===== config.mk =====
export PLATFORM = sky130hd
export DESIGN_NAME = tx_sequencer_flat
export DESIGN_NICKNAME = d
export VERILOG_FILES = /design/src/rtl/tx_sequencer_if.sv /design/src/rtl/tx_sequencer.sv /design/src/flat_wrapper.sv
export SDC_FILE = /design/constraint.sdc
export NUM_CORES = 1
export LEC_CHECK = 0
export CORE_ASPECT_RATIO = 0.5
export CORE_MARGIN = 5
export CORE_UTILIZATION = 45
export CTS_CLUSTER_SIZE = 8
export DETAILED_ROUTE_END_ITERATION = 8
export PLACE_DENSITY = 0.66
export SYNTH_ARGS = -nofsm -noshare
export SYNTH_HDL_FRONTEND = slang
export SYNTH_SLANG_ARGS = --single-unit

===== constraint.sdc =====
create_clock -name clk -period 5.4 [get_ports clk]
set_input_delay 1.35 -clock clk [delete_from_list [all_inputs] [get_ports clk]]
set_output_delay 1.35 -clock clk [all_outputs]
set_load 0.1 [all_outputs]

===== src/rtl/tx_sequencer_if.sv =====
// Packet request, TX FIFO and line-encoder signals of the USB TX sequencer.
interface tx_sequencer_if;
    logic       tx_start;
    logic [7:0] tx_pid;
    logic [6:0] tx_byte_count;
    logic [7:0] fifo_data;
    logic       fifo_empty;
    logic       fifo_read;
    logic       serial_bit;
    logic       eop;
    logic       shift;
    logic       busy;
    logic       tx_done;
    logic       tx_error;

    modport slave (
        input  tx_start, tx_pid, tx_byte_count, fifo_data, fifo_empty,
        output fifo_read, serial_bit, eop, shift, busy, tx_done, tx_error
    );

    modport master (
        output tx_start, tx_pid, tx_byte_count, fifo_data, fifo_empty,
        input  fifo_read, serial_bit, eop, shift, busy, tx_done, tx_error
    );
endinterface


===== src/rtl/tx_sequencer.sv =====
// USB packet TX sequencer: SYNC, PID, payload, optional CRC16, EOP with bit stuffing.
// Define TX_CRC16_EN to append the inverted CRC16 of the payload.
module tx_sequencer #(
    parameter int CLKS_PER_BIT = 8
) (
    input  logic          clk,
    input  logic          rst,
    tx_sequencer_if.slave bus
);
    localparam int TW = $clog2(CLKS_PER_BIT);
    localparam logic [TW-1:0] TMAX = TW'(CLKS_PER_BIT - 1);

    localparam logic [2:0] ST_IDLE = 3'd0;
    localparam logic [2:0] ST_SYNC = 3'd1;
    localparam logic [2:0] ST_PID  = 3'd2;
    localparam logic [2:0] ST_DATA = 3'd3;
`ifdef TX_CRC16_EN
    localparam logic [2:0] ST_CRC  = 3'd4;
`endif
    localparam logic [2:0] ST_EOP  = 3'd5;

    logic [2:0]    state_q, state_d;
    logic [TW-1:0] timer_q, timer_d;
    logic [3:0]    idx_q, idx_d;
    logic [6:0]    rem_q, rem_d;
    logic [7:0]    pid_q, pid_d;
    logic [7:0]    data_q, data_d;
    logic [2:0]    ones_q, ones_d;
    logic          stuff_q, stuff_d;
    logic [1:0]    eop_cnt_q, eop_cnt_d;
    logic          busy_q, busy_d;
    logic          done_q, done_d;
    logic          shift_q, shift_d;
    logic          sbit_q, sbit_d;
    logic          eop_q, eop_d;
    logic          strobe_s;
    logic          load_s;
`ifdef TX_CRC16_EN
    logic [15:0]   crc_q, crc_d;

    function automatic logic [15:0] crc16_step(input logic [15:0] crc, input logic b);
        logic fb;
        fb = crc[15] ^ b;
        crc16_step = {crc[14:0], 1'b0} ^ (fb ? 16'h8005 : 16'h0000);
    endfunction
`endif

    // Bit timer, packet pointer, stuffing and EOP sequencing.
    always_comb begin
        state_d   = state_q;
        timer_d   = timer_q;
        idx_d     = idx_q;
        rem_d     = rem_q;
        pid_d     = pid_q;
        data_d    = data_q;
        ones_d    = ones_q;
        stuff_d   = stuff_q;
        eop_cnt_d = eop_cnt_q;
        busy_d    = busy_q;
        done_d    = 1'b0;
        load_s    = 1'b0;
`ifdef TX_CRC16_EN
        crc_d     = crc_q;
`endif
        strobe_s  = busy_q && (timer_q == TMAX);
        if (!busy_q) begin
            timer_d = TW'(0);
            if (bus.tx_start) begin
                state_d   = ST_SYNC;
                busy_d    = 1'b1;
                idx_d     = 4'd0;
                pid_d     = bus.tx_pid;
                rem_d     = bus.tx_byte_count;
                ones_d    = 3'd0;
                stuff_d   = 1'b0;
                eop_cnt_d = 2'd0;
`ifdef TX_CRC16_EN
                crc_d     = 16'hFFFF;
`endif
            end else begin
                state_d = ST_IDLE;
            end
        end else if (!strobe_s) begin
            timer_d = timer_q + TW'(1);
        end else if (stuff_q) begin
            // A stuffed zero consumes a bit period without moving the pointer.
            timer_d = TW'(0);
            stuff_d = 1'b0;
            ones_d  = 3'd0;
        end else if (state_q == ST_EOP) begin
            timer_d = TW'(0);
            if (eop_cnt_q == 2'd2) begin
                state_d = ST_IDLE;
                busy_d  = 1'b0;
                done_d  = 1'b1;
            end else begin
                eop_cnt_d = eop_cnt_q + 2'd1;
            end
        end else begin
            timer_d = TW'(0);
            ones_d  = sbit_q ? (ones_q + 3'd1) : 3'd0;
            stuff_d = sbit_q && (ones_q == 3'd5);
            idx_d   = idx_q + 4'd1;
            case (state_q)
                ST_SYNC: begin
                    if (idx_q == 4'd7) begin
                        state_d = ST_PID;
                        idx_d   = 4'd0;
                    end else begin
                        state_d = ST_SYNC;
                    end
                end
                ST_PID, ST_DATA: begin
`ifdef TX_CRC16_EN
                    if (state_q == ST_DATA) begin
                        crc_d = crc16_step(crc_q, sbit_q);
                    end else begin
                        crc_d = crc_q;
                    end
`endif
                    if (idx_q == 4'd7) begin
                        idx_d = 4'd0;
                        if (rem_q != 7'd0) begin
                            // An empty FIFO here is an underrun: abandon the payload and CRC.
                            load_s = 1'b1;
                            if (bus.fifo_empty) begin
                                state_d = ST_EOP;
                            end else begin
                                state_d = ST_DATA;
                                data_d  = bus.fifo_data;
                                rem_d   = rem_q - 7'd1;
                            end
                        end else begin
`ifdef TX_CRC16_EN
                            state_d = ST_CRC;
`else
                            state_d = ST_EOP;
`endif
                        end
                    end else begin
                        state_d = state_q;
                    end
                end
`ifdef TX_CRC16_EN
                ST_CRC: begin
                    if (idx_q == 4'd15) begin
                        state_d = ST_EOP;
                        idx_d   = 4'd0;
                    end else begin
                        state_d = ST_CRC;
                    end
                end
`endif
                default: begin
                    state_d = ST_IDLE;
                    busy_d  = 1'b0;
                end
            endcase
        end
    end

    // Line outputs for the coming cycle, taken from the next state.
    always_comb begin
        shift_d = busy_d && (timer_d == TMAX);
        eop_d   = busy_d && (state_d == ST_EOP) && !stuff_d && (eop_cnt_d != 2'd2);
        if (!busy_d) begin
            sbit_d = 1'b1;
        end else if (stuff_d) begin
            sbit_d = 1'b0;
        end else begin
            case (state_d)
                ST_SYNC: sbit_d = (idx_d == 4'd7);
                ST_PID:  sbit_d = pid_d[idx_d[2:0]];
                ST_DATA: sbit_d = data_d[idx_d[2:0]];
`ifdef TX_CRC16_EN
                ST_CRC:  sbit_d = ~crc_d[idx_d];
`endif
                default: sbit_d = 1'b1;
            endcase
        end
    end

    // State and output registers.
    always_ff @(posedge clk or posedge rst) begin
        if (rst) begin
            state_q   <= ST_IDLE;
            timer_q   <= TW'(0);
            idx_q     <= 4'd0;
            rem_q     <= 7'd0;
            pid_q     <= 8'd0;
            data_q    <= 8'd0;
            ones_q    <= 3'd0;
            stuff_q   <= 1'b0;
            eop_cnt_q <= 2'd0;
            busy_q    <= 1'b0;
            done_q    <= 1'b0;
            shift_q   <= 1'b0;
            sbit_q    <= 1'b1;
            eop_q     <= 1'b0;
`ifdef TX_CRC16_EN
            crc_q     <= 16'd0;
`endif
        end else begin
            state_q   <= state_d;
            timer_q   <= timer_d;
            idx_q     <= idx_d;
            rem_q     <= rem_d;
            pid_q     <= pid_d;
            data_q    <= data_d;
            ones_q    <= ones_d;
            stuff_q   <= stuff_d;
            eop_cnt_q <= eop_cnt_d;
            busy_q    <= busy_d;
            done_q    <= done_d;
            shift_q   <= shift_d;
            sbit_q    <= sbit_d;
            eop_q     <= eop_d;
`ifdef TX_CRC16_EN
            crc_q     <= crc_d;
`endif
        end
    end

    assign bus.fifo_read  = load_s && !bus.fifo_empty;
    assign bus.tx_error   = load_s && bus.fifo_empty;
    assign bus.serial_bit = sbit_q;
    assign bus.eop        = eop_q;
    assign bus.shift      = shift_q;
    assign bus.busy       = busy_q;
    assign bus.tx_done    = done_q;
endmodule


===== src/flat_wrapper.sv =====
// flat-port wrapper written by rule: the top's interface ports become plain ports
module tx_sequencer_flat 
#(
    parameter int CLKS_PER_BIT = 8
)
  (clk, rst, bus_tx_start, bus_tx_pid, bus_tx_byte_count, bus_fifo_data, bus_fifo_empty, bus_fifo_read, bus_serial_bit, bus_eop, bus_shift, bus_busy, bus_tx_done, bus_tx_error);
  tx_sequencer_if bus_i ();
  input  logic clk;
  input  logic rst;
  input wire logic [$bits(bus_i.tx_start)-1:0] bus_tx_start;
  input wire logic [$bits(bus_i.tx_pid)-1:0] bus_tx_pid;
  input wire logic [$bits(bus_i.tx_byte_count)-1:0] bus_tx_byte_count;
  input wire logic [$bits(bus_i.fifo_data)-1:0] bus_fifo_data;
  input wire logic [$bits(bus_i.fifo_empty)-1:0] bus_fifo_empty;
  output wire logic [$bits(bus_i.fifo_read)-1:0] bus_fifo_read;
  output wire logic [$bits(bus_i.serial_bit)-1:0] bus_serial_bit;
  output wire logic [$bits(bus_i.eop)-1:0] bus_eop;
  output wire logic [$bits(bus_i.shift)-1:0] bus_shift;
  output wire logic [$bits(bus_i.busy)-1:0] bus_busy;
  output wire logic [$bits(bus_i.tx_done)-1:0] bus_tx_done;
  output wire logic [$bits(bus_i.tx_error)-1:0] bus_tx_error;
  assign bus_i.tx_start = bus_tx_start;
  assign bus_i.tx_pid = bus_tx_pid;
  assign bus_i.tx_byte_count = bus_tx_byte_count;
  assign bus_i.fifo_data = bus_fifo_data;
  assign bus_i.fifo_empty = bus_fifo_empty;
  assign bus_fifo_read = bus_i.fifo_read;
  assign bus_serial_bit = bus_i.serial_bit;
  assign bus_eop = bus_i.eop;
  assign bus_shift = bus_i.shift;
  assign bus_busy = bus_i.busy;
  assign bus_tx_done = bus_i.tx_done;
  assign bus_tx_error = bus_i.tx_error;
  tx_sequencer #(.CLKS_PER_BIT(CLKS_PER_BIT)) u_core (.clk(clk), .rst(rst), .bus(bus_i));
endmodule

---- After elaboration in Yosys (flattened, before gate mapping) ----
Cells that the tools add are included.
W data, S select, Z words.
word-level totals
  bits of input ports ..................... 27
  logic and storage cells ................. 141
  output and inout bits ................... 7
  register bits ........................... 44
cells by class
  add/subtract/negate cells ............... 5
  magnitude comparators ................... 1
  reductions and logical operators ........ 16
  equality and inequality tests ........... 23
  multiplexer cells ....................... 82
operators by type and width
  operator               count
  $mux W8                10
  $mux W7                9
  $mux W3                16
  $mux W1                29
  $mux W4                7
  $ne A2 B2 Y1 const B   8
  $eq A3 B3 Y1 const B   5
  $mux W2                7
  $eq A3 B2 Y1 const B   4
  $eq A4 B3 Y1 const B   2
  $logic_and A1 B1 Y1    8
  $reduce_and A8 Y1      1
  $reduce_bool A7 Y1     1
  $sub A7 B1 Y7 const B  1
  $add A3 B1 Y3 const B  2
  $bmux W1 S3            2
  $eq A3 B1 Y1 const B   2
  $pmux W3 S2            1
  $add A4 B1 Y4 const B  1
  $lt A3 B4 Y1 const B   1
  $ne A3 B2 Y1 const B   1
  $pmux W1 S3            1
  $reduce_and A3 Y1      1
  $reduce_or A3 Y1       1
  5 further kinds        6

---- Depth between registers and ports, before layout ----
Gate-level depths: netlist (run 1).
  depth in word-level cells ............... 13
  depth in mapped cells ................... 11
  depth with buffers taken out ............ 10

---- Least setup slack after synthesis (run 1) ----
Ideal clock, no wire load.
  kind .................................... register to output
  start ................................... register u_core.busy_q, in the netlist u_core.bus.busy
  end ..................................... output port bus_tx_error
  path slack .............................. 0.492 ns
  cell stages (with the launch flop) ...... 4
  required time ........................... 4.050 ns
  buffers on the path ..................... 0
  arrival ................................. 3.558 ns
  cell sequence ........................... dfrtp_1 > nand3b_1 > a21o_1 > nor3_1
on the way
  longest elaborated chain between the ends .. 4
ends and longest elaborated chain
  what                    line                 RTL
  start, declared         tx_sequencer.sv:31   logic busy_q, busy_d;
  start signal, assigned  tx_sequencer.sv:213  busy_q <= busy_d;
  $logic_and A1 B1 Y1     tx_sequencer.sv:65   strobe_s = busy_q && (timer_q == TMAX);
  $mux W1                 tx_sequencer.sv:83   end else if (!strobe_s) begin
  $mux W1 *               tx_sequencer.sv:66   if (!busy_q) begin
  $logic_and A1 B1 Y1 *   tx_sequencer.sv:225  assign bus.tx_error = load_s && bus.fifo_empty;
  end, declared           flat_wrapper.sv:21   output wire logic [$bits(bus_i.tx_error)-1:0] bus_tx_error;
Mark *: on every way between the ends. The rest lies on a longest branch, timed or not.

---- Final worst setup path (run 1) ----
  start ................................... input port bus_fifo_empty
  end ..................................... output port bus_tx_error
on the way
  longest elaborated chain between the ends .. 1
ends and longest elaborated chain
  what                 line                 RTL
  start, declared      flat_wrapper.sv:14   input wire logic [$bits(bus_i.fifo_empty)-1:0] bus_fifo_empty;
  $logic_and A1 B1 Y1  tx_sequencer.sv:225
No other way between the ends.

==> results of run 1 <==
==> layer usage <==
metal	vias to the layer above	routed length [µm]	GRT usage [%]	share of wire [%]
met5	-	0	0	0
met4	0	36	3.259	0.64
met3	4	227	4.171	4.0
met2	47	2500	24.86	44
met1	958	2892	25.32	51
li1	1024	-	-	-
==> worst max-delay path by stage <==
| stage | start | slack, ps | depth (start not counted) | endpoint |
|---|---|---|---|---|
| 2_1_floorplan | u_core.bus.busy | 490 | 3 | bus_tx_error |
| 3_3_place_gp | bus_fifo_empty | 1480 | 4 | bus_tx_error |
| 3_5_place_dp | bus_fifo_empty | 1460 | 4 | bus_tx_error |
| 4_1_cts | bus_fifo_empty | 1460 | 4 | bus_tx_error |
| 5_1_grt | bus_fifo_empty | 1380 | 4 | bus_tx_error |
| 6_report | bus_fifo_empty | 1470 | 4 | bus_tx_error |
==> per-stage QoR <==
step                power, W  cell area (µm²)
floorplan           0.001083             2461
global placement    0.001218             2846
detailed placement  0.001246             2846
CTS                 0.001465             2939
global route        0.001577             2939
finish              0.001458             2939
==> registers in the layout, indices dropped and copies added (netlist names) <==
signal / count
u_core.data_q: 8
u_core.bus.serial_bit: 1
u_core.bus.tx_done: 1
u_core.idx_q: 4
u_core.bus.shift: 1
u_core.bus.busy: 1
u_core.bus.eop: 1
u_core.rem_q: 7
u_core.timer_q: 3
u_core.eop_cnt_q: 2
u_core.state_q: 3
u_core.ones_q: 3
u_core.stuff_q: 1
u_core.pid_q: 8
==> worst max-delay path, delay by kind of cell <==
kind	cells	cell delay (ps)
simple gates	1	190
buf+inv	3	1030
==> layout make-up <==
type / instances / area (µm²) / share of cell area [%]
multi-input combinational: 194 / 1252 / 42.61
inverter: 16 / 60.06 / 2.043
clock inverter: 2 / 10.01 / 0.3406
clock buffer: 6 / 82.58 / 2.810
timing repair buffer: 35 / 340.3 / 11.58
tap: 73 / 91.34 / 3.108
sequential: 44 / 1102 / 37.51
==> logic make-up (layout without fill, tap and decap cells) <==
logic type / count (synthesis) / count (layout)
buffers and inverters: 26 / 59
AO/OA/AOI/OAI: 68 / 68
flip-flops: 44 / 44
multiplexers: 6 / 6
adder cells (fa/ha/maj): 8 / 8
AND/OR/NAND/NOR: 112 / 112
==> layout by cell type (no fill, tap or decap), types with 4 or more instances in the layout <==
cell              n
ha_1              8
nand2b_1          4
clkdlybuf4s50_1  31
clkbuf_8          6
buf_4             4
nor3_1            8
a21oi_1          11
nand3_1           5
nand2_1          41
nor2_1           16
o21ai_0          15
nand4_1           5
nor3b_1           5
o211ai_1          5
dfrtp_1          43
inv_1            14
nor2b_1           4
==> power breakdown <==
part	leakage, nW	total (W)	switching, W	internal (W)
Sequential	0.545	0.000568	0.000111	0.000457
Combinational	0.729	0.000676	0.000399	0.000277
Clock	0.0510	0.000214	0.000112	0.000102
==> metrics.md, run 1 <==
| Metric | Value |
|---|---|
| Outcome | `finished clean` |
| HPWL Detailed | `4155 µm` |
| CP endpoint kind | `output port` |
| Worst rel slew slack | `34.78%` |
| Root buffer cell | `clkbuf_8` |
| Initial Utilization | `45.61%` |
| Synthesized cell area | `0.002461 mm²` |
| Cell Rows | `19` |
| Crit-path cells | `clkdlybuf4s50_1 -> inv_1 -> nor3_1 -> buf_4` |
| Fill cell count | `494` |
| Wire per inst | `15.29 µm` |
| Worst Min Path Start | `u_core.timer_q[0]` |
| Via/cell ratio | `5.495` |
| LEAKAGE | `1.325 nW` |
| Mux cell area share after synthesis | `2.745%` |
| Post-synthesis xor/xnor area fraction | `0%` |
| NumNets Final | `331` |
| HP Class | `flop to flop` |
| Reg clk slew, reported paths | `80 ps` |
| Period utilization | `72.81%` |
| EDFF count, synth | `0` |
| Crit path largest cell delay | `590 ps` |
| Unrepaired setup endpoints after global routing | `no` |
| DP Worst Slack | `1459 ps` |
| Commonest cells post-synth | `dfrtp_1 (43), nand2_1 (41), nor2_1 (16)` |
| Slew Viols, Final | `0` |
| Post-layout util | `54.46%` |
| Max Clock Freq | `254.3 MHz` |
| Final Instance Count excl. Fillers | `370` |
| Clock Sinks | `44` |
| Worst-path fanout max | `5` |
| Worst hold stages | `1` |
| Post_cts resized | `0` |
| # diodes | `0` |
| Largest family of logic cells by synthesized area | `simple AND/OR/NAND/NOR gates` |
| H-tree levels | `2` |
| Area growth syn-to-layout | `19.42%` |
| Iter 0 DRT Violations | `73` |
| Compound-cell area share of the yosys netlist | `20.13%` |
| Worst-skew pair later-pin latency | `300 ps` |
| Worst R2R Path Depth | `8` |
| Top cell type by total area after synthesis | `dfrtp_1` |
| Final GP Congestion | `0.9315` |
| Worst r2r src | `u_core.bus.busy` |
| Final WL | `5657 µm` |
| CTS tree | `built` |
| Primary FF master, synth | `dfrtp_1` |
| Critical path class | `input port to output port` |
| R2R setup slack | `2430 ps` |
| Post-synthesis cell type count | `64` |
| Drt pass-1 iters | `4` |
| Synthesis Warnings | `0` |
| DR DRC count | `0` |
| Crit-path slowest cell | `clkdlybuf4s50_1` |
| Final hold vios | `0` |
| Post-Synth Simple-Gate Area | `23.95%` |
| Crit path required time | `4050 ps` |
| Die Width | `114.6 µm` |
| Global route overflow | `0` |
| Synth top area share | `43.72%` |
| Hold Buf Count CTS | `0` |
| FF+latch count, synth | `44` |
| Core area | `0.005396 mm²` |
| Final setup violation count | `0` |
| Worst VDD drop | `184.5 µV` |
| Reg-to-reg endpoint | `u_core.bus.serial_bit` |
| Die height | `62.30 µm` |
| Synth Area per Inst | `9.322 µm²` |
| Die Area | `0.007138 mm²` |
| Fraction of layout cells with a size suffix above 1 | `8.754%` |
| Vias | `2,033` |
| Post-layout minimum cycle time | `3932 ps` |
| Synth Area in Adders | `4.067%` |
| Clk_skew | `8.187 ps` |
| Syn nets | `299` |
| All-Layer GR Usage | `16.94%` |
| Hold Path Sink | `u_core.timer_q[0]` |
| First-pass GRT wire length | `9777 µm` |
| Max-cap violations | `0` |
| Clk buf depth | `2` |
| Antenna violations before repair | `0` |
| Power per Cell Area | `496.0 mW/mm²` |
| Sequential element share of the synthesized area | `44.79%` |
| Ranking of synthesized cells by area | `dfrtp_1 (44%), nand2_1 (6.3%), ha_1 (4.1%)` |
| Syn Inst Count | `264` |
| Io pins | `34` |
| Number of global-route vias before repair | `2,038` |
| Arr. time, crit path | `2580 ps` |
| Num CTS Buffers | `5` |
| Final WS setup | `1468 ps` |
| Post-synth ARST share | `100.0%` |
| Most common cell in the netlist | `dfrtp_1` |
| Startpoint Class | `input port` |
| IO Port Bufs | `33` |
| Fin Setup TNS | `0 ps` |
| Placed cells | `362` |
| Postcts setup bufs | `0` |
| Final ANT Viol Nets | `0` |
| Pin slew with the least headroom to its limit | `975.3 ps` |
| WHS | `468.1 ps` |
| Largest net degree at the start of global routing | `45` |
Power figures use the tool's default switching activity.
==> run 2: changes to the inputs <==
clock period = 4.1 ns   (was 5.4 ns; I/O delays follow)
==> metrics.md, run 2 (synthesized netlist as in run 1, its figures left out) <==
| Metric | Value |
|---|---|
| Outcome | `finished clean (unchanged)` |
| CP endpoint kind | `output port (unchanged)` |
| Most frequent cells in the layout | `dfrtp_1 (43), nand2_1 (41), clkdlybuf4s50_1 (30) (was dfrtp_1 (43), nand2_1 (41), clkdlybuf4s50_1 (31))` |
| Reg clk slew, reported paths | `80 ps (about the same)` |
| Area growth syn-to-layout | `21.76% (was 19.42%)` |
| Root buffer cell | `clkbuf_8 (unchanged)` |
| Worst-skew pair later-pin latency | `290 ps (was 300 ps)` |
| Postcts setup bufs | `0 (unchanged)` |
| Core area | `0.005396 mm² (unchanged)` |
| Largest net degree at the start of global routing | `26 (was 45)` |
| Max Clock Freq | `307.3 MHz` |
| Critical path class | `input port to output port (unchanged)` |
| Fin Setup TNS | `0 ps (unchanged)` |
| CTS tree | `built (unchanged)` |
| Wire per inst | `15.30 µm (was 15.29 µm)` |
| Power, Total | `0.001972 W (was 0.001458 W)` |
| Sequential Power Share | `37.8% (was 38.9%)` |
| Crit-path slowest cell | `clkdlybuf4s50_1 (unchanged)` |
| Pint | `0.001151 W (was 0.0008363 W)` |
| Switch share | `41.62% (was 42.64%)` |
| Post-layout minimum cycle time | `3255 ps` |
| Max-cap violations | `0 (unchanged)` |
| Worst R2R Path Depth | `8 (unchanged)` |
| Worst VDD drop | `224.5 µV (was 184.5 µV)` |
| Die Width | `114.6 µm (unchanged)` |
| Iter 0 DRT Violations | `118 (was 73)` |
| Crit path largest cell delay | `580 ps (was 590 ps)` |
| Combinational share of power | `45.6% (was 46.3%)` |
| Net Switching | `0.0008208 W (was 0.0006216 W)` |
| Slew Viols, Final | `0 (unchanged)` |
| Hold Buf Count CTS | `0 (unchanged)` |
| Crit path required time | `3070 ps (was 4050 ps)` |
| Clock share of power | `16.5% (was 14.7%)` |
| Die Area | `0.007138 mm² (unchanged)` |
| H-tree levels | `2 (unchanged)` |
| Initial Utilization | `45.61% (unchanged)` |
| All-Layer GR Usage | `16.54% (was 16.94%)` |
| Via/cell ratio | `5.589 (was 5.495)` |
| Num CTS Buffers | `5 (unchanged)` |
| Crit-path cells | `clkdlybuf4s50_1 -> inv_1 -> nor3_2 -> buf_12 (was clkdlybuf4s50_1 -> inv_1 -> nor3_1 -> buf_4)` |
| Final ANT Viol Nets | `0 (unchanged)` |
| Antenna violations before repair | `0 (unchanged)` |
| Worst hold stages | `1 (unchanged)` |
| Final setup violation count | `0 (unchanged)` |
| LEAKAGE | `1.344 nW (was 1.325 nW)` |
| # diodes | `0 (unchanged)` |
| Unrepaired setup endpoints after global routing | `no (unchanged)` |
| Global route overflow | `0 (unchanged)` |
| Fraction of layout cells with a size suffix above 1 | `9.699% (was 8.754%)` |
| IO Port Bufs | `33 (unchanged)` |
| Period utilization | `79.38%` |
| Post_cts resized | `0 (unchanged)` |
| Startpoint Class | `input port (unchanged)` |
| Biggest regs | `u_core.data_q x8, u_core.pid_q x8, u_core.rem_q x7 (unchanged)` |
| Clock Sinks | `44 (unchanged)` |
| Arr. time, crit path | `2230 ps (was 2580 ps)` |
| DR DRC count | `0 (unchanged)` |
| Clk buf depth | `2 (unchanged)` |
| Number of global-route vias before repair | `1,994 (was 2,038)` |
| HP Class | `flop to flop (unchanged)` |
| Final GP Congestion | `0.9235 (was 0.9315)` |
| Pin slew with the least headroom to its limit | `969.8 ps (was 975.3 ps)` |
| Most common cell after layout, fill and taps aside | `dfrtp_1 (unchanged)` |
| Clk_skew | `6.023 ps (was 8.187 ps)` |
| Worst rel slew slack | `35.15% (was 34.78%)` |
| Worst-path fanout max | `5 (unchanged)` |
| Final hold vios | `0 (unchanged)` |
| First-pass GRT wire length | `9508 µm (was 9777 µm)` |
| Cell Rows | `19 (unchanged)` |
| Drt pass-1 iters | `4 (unchanged)` |
| Vias | `2,079 (was 2,033)` |
| Die height | `62.30 µm (unchanged)` |
| HPWL Detailed | `4258 µm (was 4155 µm)` |
| Final WL | `5693 µm (was 5657 µm)` |
| NumNets Final | `333 (was 331)` |
| Power per Cell Area | `658.0 mW/mm² (was 496.0 mW/mm²)` |
| Io pins | `34 (unchanged)` |
[run 2: cell count changes in the layout (fill, tap and decap cells not counted), sizes merged]
cell	before	now
clkinv	3	2
buf	4	7
bufinv	0	1
clkdlybuf4s50	31	30
[run 2: worst max-delay path: cells and delay by family]
kind,cells,cell delay [ps]
buffers and inverters,3,930
AND/OR/NAND/NOR,1,270
[run 2: metrics by stage]
| step | hold WS [ps] | setup slack [ps] | instance area [µm²] | std cells | utilization (%) |
|---|---|---|---|---|---|
| 3_3_place_gp | 447.1 | 858.4 | 2889 | 364 | 53.54 |
| 5_1_grt | 494.7 | 659.1 | 2997 | 372 | 55.53 |
| 3_5_place_dp | 462.5 | 839.9 | 2889 | 364 | 53.54 |
| 6_report | 471.2 | 845.4 | 2997 | 372 | 55.53 |
| 2_1_floorplan | 429.9 | 376.7 | 2466 | 264 | - |
| 4_1_cts | 474.0 | 835.5 | 2997 | 372 | 55.53 |
[run 2: layer usage]
layer  global-route usage (%)  vias up  share of wire [%]
met4                    3.852        0               0.88
met5                        0        -                  0
met2                    24.20       41                 44
met3                    4.171        4                3.8
li1                         -     1025                  -
met1                    24.45     1009                 51
[run 2: power groups by stage]
stage / registers, W / logic [W] / clock network (W)
after floorplan: 0.000767 / 0.000660 / 0
after global placement: 0.000745 / 0.000867 / 0
after detailed placement: 0.000752 / 0.000895 / 0
after CTS: 0.000744 / 0.000902 / 0.000334
after global routing: 0.000770 / 0.000997 / 0.000353
final: 0.000746 / 0.000900 / 0.000326
[run 2: path summary, 6_finish.rpt]
check                                  startpoint               endpoint  slack (ps)
worst max-delay path               bus_fifo_empty           bus_tx_error         850
worst min-delay path            u_core.timer_q[0]      u_core.timer_q[0]         470
worst max register to register    u_core.bus.busy  u_core.bus.serial_bit        1100
worst min register to register  u_core.timer_q[0]      u_core.timer_q[0]         470
max in group asynchronous                     rst  u_core.bus.serial_bit        2250
min in group asynchronous                     rst      u_core.timer_q[1]        1070
[run 2: layout make-up]
type | count | area [µm²]
inverters | 16 | 60.06
clock buffers | 6 | 72.57
fillers | 489 | 2400
flip-flops and latches | 44 | 1102
repair buffers | 37 | 377.9
well taps | 73 | 91.34
multi-input cells | 194 | 1257
clock inverters | 2 | 35.03
